[src/rtl/arb_pkg.sv]
// arb_pkg: shared definitions for the four-way round-robin arbiter.
//   NREQ      - number of requesters
//   state_t   - arbiter FSM state (ARB: normal rotation, LOCKED: burst owner)
//   next_idx  - requester index + 1, wrapping mod 4
//   rr_pick   - first requester with req set, searching from start upwards
package arb_pkg;

   localparam int NREQ = 4;

   typedef enum logic {
      ARB    = 1'b0,
      LOCKED = 1'b1
   } state_t;

   function automatic logic [1:0] next_idx(input logic [1:0] idx);
      return idx + 2'd1;
   endfunction

   // The two-bit sum wraps naturally, giving the mod-4 search order.
   function automatic logic [1:0] rr_pick(input logic [NREQ-1:0] req,
                                          input logic [1:0]      start);
      logic [1:0] idx;
      logic       found;
      rr_pick = start;
      found   = 1'b0;
      for (int i = 0; i < NREQ; i++) begin
         idx = start + 2'(i);
         if (!found && req[idx]) begin
            rr_pick = idx;
            found   = 1'b1;
         end
      end
   endfunction

endpackage

[src/rtl/mux4.sv]
// mux4: parameterised 4:1 word multiplexer.
//   sel      - select index
//   in0..in3 - N-bit input words
//   y        - selected word
module mux4 #(
   parameter int N = 4
) (
   input  logic [1:0]   sel,
   input  logic [N-1:0] in0,
   input  logic [N-1:0] in1,
   input  logic [N-1:0] in2,
   input  logic [N-1:0] in3,
   output logic [N-1:0] y
);

   // Word selection.
   always_comb begin
      y = in0;
      case (sel)
         2'd0:    y = in0;
         2'd1:    y = in1;
         2'd2:    y = in2;
         2'd3:    y = in3;
         default: y = in0;
      endcase
   end

endmodule

[src/rtl/rr_arb4.sv]
// rr_arb4: round-robin arbiter for four requesters sharing one mux4, with
// per-requester burst lock (capped at MAX_BURST grants) and a registered
// valid/ready output stage.
//   clk, rst        - clock, synchronous active-high reset
//   req, lock       - per-requester request and burst-lock
//   in0..in3        - requester words
//   gnt             - one-hot combinational grant (capture cycle)
//   sel             - index of the most recently granted requester (registered)
//   out_valid/data  - registered output word
//   out_ready       - consumer accept
module rr_arb4 #(
   parameter int N         = 4,
   parameter int MAX_BURST = 4
) (
   input  logic         clk,
   input  logic         rst,
   input  logic [3:0]   req,
   input  logic [3:0]   lock,
   input  logic [N-1:0] in0,
   input  logic [N-1:0] in1,
   input  logic [N-1:0] in2,
   input  logic [N-1:0] in3,
   output logic [3:0]   gnt,
   output logic [1:0]   sel,
   output logic         out_valid,
   output logic [N-1:0] out_data,
   input  logic         out_ready
);

   import arb_pkg::*;

   localparam int             BW      = $clog2(MAX_BURST + 1);
   localparam logic [BW-1:0]  MAXB    = BW'(MAX_BURST);
   localparam bit             LOCK_OK = (MAX_BURST > 1);

   state_t        state_r, state_nxt_s;
   logic [1:0]    ptr_r, ptr_nxt_s;
   logic [1:0]    owner_r, owner_nxt_s;
   logic [BW-1:0] bcnt_r, bcnt_nxt_s;

   logic          load_en_s;
   logic          do_arb_s;
   logic          keep_s;
   logic [1:0]    start_s;
   logic [1:0]    win_s;
   logic [N-1:0]  mux_out_s;

   // Winner search and next-state computation for the arbiter FSM.
   always_comb begin
      state_nxt_s = state_r;
      ptr_nxt_s   = ptr_r;
      owner_nxt_s = owner_r;
      bcnt_nxt_s  = bcnt_r;
      keep_s      = 1'b0;
      start_s     = ptr_r;
      load_en_s   = !out_valid || out_ready;
      do_arb_s    = load_en_s && (|req) && !rst;

      // While locked the owner keeps priority until it lets go or hits the
      // burst cap; otherwise the search resumes just past the owner.
      if (state_r == LOCKED) begin
         keep_s  = req[owner_r] && lock[owner_r] && (bcnt_r < MAXB);
         start_s = keep_s ? owner_r : next_idx(owner_r);
      end else begin
         keep_s  = 1'b0;
         start_s = ptr_r;
      end

      win_s = rr_pick(req, start_s);
      gnt   = do_arb_s ? (4'b0001 << win_s) : 4'b0000;

      if (do_arb_s) begin
         if (keep_s) begin
            bcnt_nxt_s = bcnt_r + BW'(1);
         end else if (lock[win_s] && LOCK_OK) begin
            state_nxt_s = LOCKED;
            owner_nxt_s = win_s;
            ptr_nxt_s   = win_s;
            bcnt_nxt_s  = BW'(1);
         end else begin
            state_nxt_s = ARB;
            ptr_nxt_s   = next_idx(win_s);
            bcnt_nxt_s  = '0;
         end
      end else begin
         state_nxt_s = state_r;
      end
   end

   mux4 #(.N(N)) u_mux (
      .sel (win_s),
      .in0 (in0),
      .in1 (in1),
      .in2 (in2),
      .in3 (in3),
      .y   (mux_out_s)
   );

   // Arbiter state and output stage registers.
   always_ff @(posedge clk) begin
      if (rst) begin
         state_r   <= ARB;
         ptr_r     <= 2'd0;
         owner_r   <= 2'd0;
         bcnt_r    <= '0;
         out_valid <= 1'b0;
         out_data  <= '0;
         sel       <= 2'd0;
      end else begin
         state_r <= state_nxt_s;
         ptr_r   <= ptr_nxt_s;
         owner_r <= owner_nxt_s;
         bcnt_r  <= bcnt_nxt_s;
         if (do_arb_s) begin
            out_valid <= 1'b1;
            out_data  <= mux_out_s;
            sel       <= win_s;
         end else if (out_ready) begin
            out_valid <= 1'b0;
         end
      end
   end

endmodule

[config.mk]
export PLATFORM = sky130hd
export DESIGN_NAME = rr_arb4
export DESIGN_NICKNAME = d
export VERILOG_FILES = /design/src/rtl/arb_pkg.sv /design/src/rtl/mux4.sv /design/src/rtl/rr_arb4.sv
export SDC_FILE = /design/constraint.sdc
export NUM_CORES = 1
export LEC_CHECK = 0
export ABC_AREA = 1
export BUFFER_PORTS_ARGS = -buffer_cell sky130_fd_sc_hd__buf_2
export CORE_MARGIN = 8
export CORE_UTILIZATION = 45
export DETAILED_ROUTE_END_ITERATION = 6
export PLACE_DENSITY = 0.7
export SLEW_MARGIN = 5
export SYNTH_ARGS = -nofsm -noshare
export SYNTH_HDL_FRONTEND = slang
export SYNTH_SLANG_ARGS = --single-unit
[constraint.sdc]
create_clock -name clk -period 3.2 [get_ports clk]
set_clock_uncertainty 0.2 [all_clocks]
set_input_delay 0.16 -clock clk [delete_from_list [all_inputs] [get_ports clk]]
set_output_delay 0.16 -clock clk [all_outputs]
set_load 0.02 [all_outputs]
# ---- After elaboration in Yosys (flattened, before gate mapping)
# Cells that the tools add are included.
dict set report word_totals {
  ff_bits 15
  inputBits 27
  out_inout_bits 11
}
dict set report classes {
  add_sub_neg 6
  order_cmp 7
  n_eq_ne 3
  shifts 1
  muxes 31
  n_bitwise 1
  n_reduce_logical 18
}
# operator n
set ops {}
lappend ops {{$lt A2 B3 Y1 const B} 6}
lappend ops {{$pmux W4 S4} 1}
lappend ops {{$mux W1} 15}
lappend ops {{$bmux W1 S2} 7}
lappend ops {{$mux W2} 6}
lappend ops {{$logic_and A1 B1 Y1} 7}
lappend ops {{$add A2 B1 Y2 const B} 3}
lappend ops {{$logic_not A1 Y1} 5}
lappend ops {{$add A2 B2 Y2 const B} 2}
lappend ops {{$eq A2 B2 Y1 const B} 2}
lappend ops {{$mux W4} 1}
lappend ops {{$reduce_or A4 Y1} 1}
lappend ops {{$shl A1 B2 Y4 const A} 1}
lappend ops {{$add A3 B1 Y3 const B} 1}
lappend ops {{$lt A3 B3 Y1 const B} 1}
lappend ops {{$mux W3} 1}
lappend ops {{$reduce_and A3 Y1} 1}
lappend ops {{$eq A2 B1 Y1 const B} 1}
lappend ops {{$logic_not A2 Y1} 1}
lappend ops {{$reduce_and A2 Y1} 1}
lappend ops {{$reduce_bool A2 Y1} 1}
lappend ops {{$logic_or A1 B1 Y1} 1}
lappend ops {{$not A1 Y1} 1}

# ---- Depth between registers and ports, before layout
dict set report logic_depth {
  depth_word 22
  depth_mapped 24
  depth_no_buf 23
}

# ---- By module
# A second synthesis with hierarchy kept.
dict set report hier_totals {
  hier_cells 222
  area_unflattened_um2 1435.1
}
# mod instances cells_each area_per_inst_um2
set by_module_without_submodules {}
lappend by_module_without_submodules {rr_arb4 1 197 1293.7}
lappend by_module_without_submodules {mux4 1 25 141.4}

# ---- Least setup slack after synthesis
# OpenSTA, ideal clock, no wires.
dict set report synth_path {
  path_type {register to register}
  from {register owner_r[0]}
  to {register out_data[0]}
  setup_ns 0.132
  t_arrival_ns 2.514
  required_time_ns 2.868
  slack_ns 0.354
  path_stages_with_launch 21
  n_path_buf 1
  period_less_slack_ns 2.846
  cell_sequence {dfxtp_1 -> nand3_1 -> nand3_2 -> nand3_4 -> nand2_2 -> nand2_2 -> a21oi_4 -> nand2_1 -> nand3_1 -> nand2_1 -> and2_4 -> nand2_2 -> nand2_2 -> nand2_2 -> inv_2 -> ha_1 -> clkbuf_1 -> a221oi_1 -> nand2_1 -> nand2_1 -> a21oi_1}
}
dict set report synth_between {
  elab_chain_len 20
  elab_cells_between_ends 37
  cone_classes {add/sub (4); eq/ne (3); mux (21); reduce/logical (9)}
}
# item line
set synth_rtl {}
lappend synth_rtl {{start: declaration} rr_arb4.sv:38} ;# logic [1:0] owner_r, owner_nxt_s;
lappend synth_rtl {{start signal: assignment} rr_arb4.sv:112} ;# owner_r <= owner_nxt_s;
lappend synth_rtl {{$bmux W1 S2} rr_arb4.sv:62} ;# keep_s = req[owner_r] && lock[owner_r] && (bcnt_r < MAXB);
lappend synth_rtl {{$mux W1 (implied by the code)} rr_arb4.sv:62}
lappend synth_rtl {{$logic_and A1 B1 Y1 (2 in series)} rr_arb4.sv:62}
lappend synth_rtl {{$mux W2 *} rr_arb4.sv:63} ;# start_s = keep_s ? owner_r : next_idx(owner_r);
lappend synth_rtl {{$mux W2 *} rr_arb4.sv:61} ;# if (state_r == LOCKED) begin
lappend synth_rtl {{branches (longest 11 deep; another with $add A2 B1 Y2)} -}
lappend synth_rtl {{$mux W2 *} arb_pkg.sv:28} ;# if (!found && req[idx]) begin
lappend synth_rtl {{via u_mux.sel[0]} mux4.sv:8} ;# input logic [1:0] sel,
lappend synth_rtl {{$eq A2 B2 Y1 (tied with other cells)} mux4.sv:19} ;# case (sel)
lappend synth_rtl {{$pmux W4 S4 *} mux4.sv:19}
lappend synth_rtl {{end signal: assignment} rr_arb4.sv:116} ;# out_data <= mux_out_s;
lappend synth_rtl {{end: declaration} rr_arb4.sv:26} ;# output logic [N-1:0] out_data,
# Mark *: on every way through the listed nets, which the timed path passes. The select of a mux whose other input is x is not followed.
# A chain may end at the register's enable or synchronous reset.

# ---- Final worst setup path
dict set report layout_path {
  from {register owner_r[0]}
  to {output port gnt[2]}
}
dict set report layout_between {
  elab_chain_len 20
  elab_cells_between_ends 34
  cone_classes {add/sub (4); shift (1); mux (21); reduce/logical (8)}
}
# item line
set layout_rtl {}
lappend layout_rtl {{$bmux W1 S2} rr_arb4.sv:62}
lappend layout_rtl {{$mux W1 (implied by the code)} rr_arb4.sv:62}
lappend layout_rtl {{$logic_and A1 B1 Y1 (2 in series)} rr_arb4.sv:62}
lappend layout_rtl {{$mux W2 *} rr_arb4.sv:63}
lappend layout_rtl {{$mux W2 *} rr_arb4.sv:61}
lappend layout_rtl {{branches (longest 11 deep; another with $add A2 B1 Y2)} -}
lappend layout_rtl {{$mux W2 *} arb_pkg.sv:28}
lappend layout_rtl {{via u_mux.sel[1]} mux4.sv:8}
lappend layout_rtl {{$shl A1 B2 Y4 *} rr_arb4.sv:70} ;# gnt = do_arb_s ? (4'b0001 << win_s) : 4'b0000;
lappend layout_rtl {{$mux W4 *} rr_arb4.sv:70}
lappend layout_rtl {{end: declaration} rr_arb4.sv:23} ;# output logic [3:0] gnt,
# Marks and branches as above.

==> impl_metrics.tcl <==
set metrics [dict create \
    status "finished clean" \
    die_h_microns 71.26 \
    drtIter0Drc 86 \
    slowest_stage "dfxtp_4" \
    clk_latency_ns 0.29 \
    synthArstFlopShare_pct 0 \
    globalplace.congestion 0.8682 \
    syn_area_sq_mm 0.001374 \
    vias 1619 \
    rows 20 \
    clkTransAtPathRegs_ns 0.10 \
    maxSlewHeadroom_pct 70.32 \
    cpMostUsedCell "nand2_2" \
    dp.cells 285 \
    area_delta_synth_final_pct 38.71 \
    synth_seq_cells 15 \
    die_area_sq_mm 0.005077 \
    wl_per_cell_microns 13.07 \
    hold_class "in2reg" \
    synth_nets 247 \
    num_io_pins 38 \
    drtPass1Iterations 4 \
    diodes 0 \
    finalHoldViolations 0 \
    grt_antenna_before_repair 0 \
    final_common_cell "nand2_1" \
    via_per_inst 5.343 \
    synth-seq-area-share_pct 21.86 \
    max_freq_mhz 320.4 \
    fin_nets 302 \
    stdcell_count 303 \
    syn-instance-count 216 \
    final_antenna_net_count 0 \
    numClockSinks 15 \
    crit_chain "inv_4 -> nand3_4 -> nand3_4 -> nand3_4 -> nand2_4 -> nand2_4 -> a21oi_4 -> nand2_2 -> nand2_2 -> nand2_2 -> a21oi_4 -> nand3_4 -> nand2_2 -> nand2_2 -> nand2_4 -> ha_4 -> inv_1 -> nor2_1 -> buf_4" \
    core_sq_mm 0.002978 \
    critPathTopFamily "simple AND/OR/NAND/NOR gates" \
    final_cell_mix "nand2_1, buf_2, nand3_1" \
    whs_ns 0.009453 \
    final.fill_count 260 \
    post-dp-hpwl_microns 2904 \
    start_util_pct 46.13 \
    cp.arrival_ns 2.76 \
    first_global_vias 1374 \
    post-route-period-util_pct 97.52 \
    yosys_warnings 0 \
    period_needed_ns 3.121 \
    grt_start_max_net_pins 18 \
    grtUsageTotal_pct 13.86 \
    cts.root.buffer_cell "clkbuf_4" \
    fp.dieW_microns 71.26 \
    critPathRequiredTime_ns 2.84 \
    max_cap_violations 0 \
    slowest_delay_ns 0.38 \
    worstSetupStartpointType "flip-flop" \
    path_buf_inv 3 \
    port_buffers 37 \
    grt_overflow 0 \
    worst_slew_pin_slew_ns 0.4424 \
    setup_violations 0 \
    synth.avg_cell_area_sq_um 6.360 \
    rsz0062_at_grt "yes" \
    grt_pass1_wl_microns 5954 \
    cp_max_fo 6 \
    finalMaxSlewViolations 0 \
    clockBufferDepth 2 \
    drive_gt1_share_pct 39.63 \
    crit_path_end_kind "output port" \
    cts_tree "yes" \
    drc 0 \
    synthFlopType "dfxtp_1" \
    cts_buffers 3 \
    worstSetupPathType "reg2out" \
    wl_microns 3960 \
    synth_edf_count 0 \
    htree_num_levels 1 \
    ys_types 26 \
]
-- stage by stage --
stage,util [%],cell area (sq um),TNS [ns],worst slack (ns)
floorplan,-,1374,0,0.3538
global placement,53.87,1604,0,0.1344
detailed placement,53.87,1604,0,0.1129
CTS,56.26,1675,0,0.01052
global route,63.99,1906,-0.5253,-0.1097
finish,63.99,1906,0,0.07937
-- Yosys cell counts, types with 2 or more instances --
| cell type | instances | area (sq um) |
|---|---|---|
| nand2_2 | 17 | 106.4 |
| inv_1 | 25 | 93.84 |
| o21ai_0 | 4 | 20.02 |
| dfxtp_1 | 15 | 300.3 |
| nand3_2 | 5 | 50.05 |
| nand2_4 | 5 | 56.30 |
| nor4_1 | 2 | 12.51 |
| inv_2 | 2 | 7.510 |
| nor3_1 | 2 | 10.01 |
| a21oi_4 | 2 | 32.53 |
| a21oi_1 | 14 | 70.07 |
| nand3_1 | 36 | 180.2 |
| nand4_1 | 2 | 12.51 |
| nand2_1 | 55 | 206.5 |
| nand3_4 | 2 | 35.03 |
| clkbuf_1 | 3 | 11.26 |
| nor2_1 | 10 | 37.54 |
| a221oi_1 | 4 | 35.03 |
| ha_1 | 4 | 50.05 |
-- worst register-to-register path, cell delays in order, from the launching register on --
cell and delay [ns]:
dfxtp_4 0.38, inv_4 0.10, nand3_4 0.07, nand3_4 0.12, nand3_4 0.11, nand2_4 0.12, nand2_4 0.06, a21oi_4 0.17
nand2_2 0.09, nand2_2 0.10, nand2_2 0.07, a21oi_4 0.22, nand3_4 0.16, nand3_1 0.15, nand2_4 0.09, ha_4 0.18
buf_4 0.13, a221oi_1 0.27, nand2_1 0.08, nand2_1 0.06, a21oi_1 0.06
-- metal layers --
metal  wire [microns]  up-vias  GRT usage (%)
li1                 -      827              -
met1             1723      741          16.77
met2             1908       41          23.06
met3              251       10          3.766
met4               78        0          4.388
met5                0        -              0
-- cells by family (layout without fill, tap and decap cells) --
group | after synthesis | in the layout | share of synthesized area, %
flip-flops | 15 | 15 | 21.86
adder cells (fa/ha/maj) | 4 | 4 | 3.643
AND/OR/NAND/NOR | 138 | 138 | 52.55
AO/OA/AOI/OAI | 28 | 28 | 13.48
buffers and inverters | 31 | 85 | 8.470
-- state kept, by name, indices dropped and copies added, names as in the netlist --
name	count
bcnt_r	3
out_data	4
out_valid	1
owner_r	2
ptr_r	2
sel	2
state_r	1
-- path summary, 6_finish.rpt --
path / from / endpoint / slack (ns) / depth (start not counted)
setup / recovery: owner_r[0]$_SDFFE_PP0P_ / gnt[2] / 0.08 / 19
hold / removal: in0[2] / out_data[2]$_SDFFE_PP0P_ / 0.009 / 5
setup reg to reg: owner_r[0]$_SDFFE_PP0P_ / out_data[3]$_SDFFE_PP0P_ / 0.10 / 20
hold reg to reg: out_data[3]$_SDFFE_PP0P_ / out_data[3]$_SDFFE_PP0P_ / 0.27 / 2
-- cell type report --
class | count | area [sq um] | area share, %
clock buffers | 3 | 22.52 | 1.182
clock inverters | 1 | 5.005 | 0.2626
inverters | 28 | 110.1 | 5.778
multi-input cells | 170 | 1109 | 58.17
flip-flops and latches | 15 | 305.3 | 16.02
well taps | 33 | 41.29 | 2.167
repair buffers | 53 | 312.8 | 16.41
-- repair_timing --
action	in CTS	in global routing
pin swaps	3	21
endpoints found under the hold margin	6	0
resized for setup	7	28
buffers inserted	1	12
setup endpoints to repair	2	8
hold buffers	1	0
Power is not shown: default switching activity piles up to over one toggle a cycle in this logic, so the estimate is an artifact.
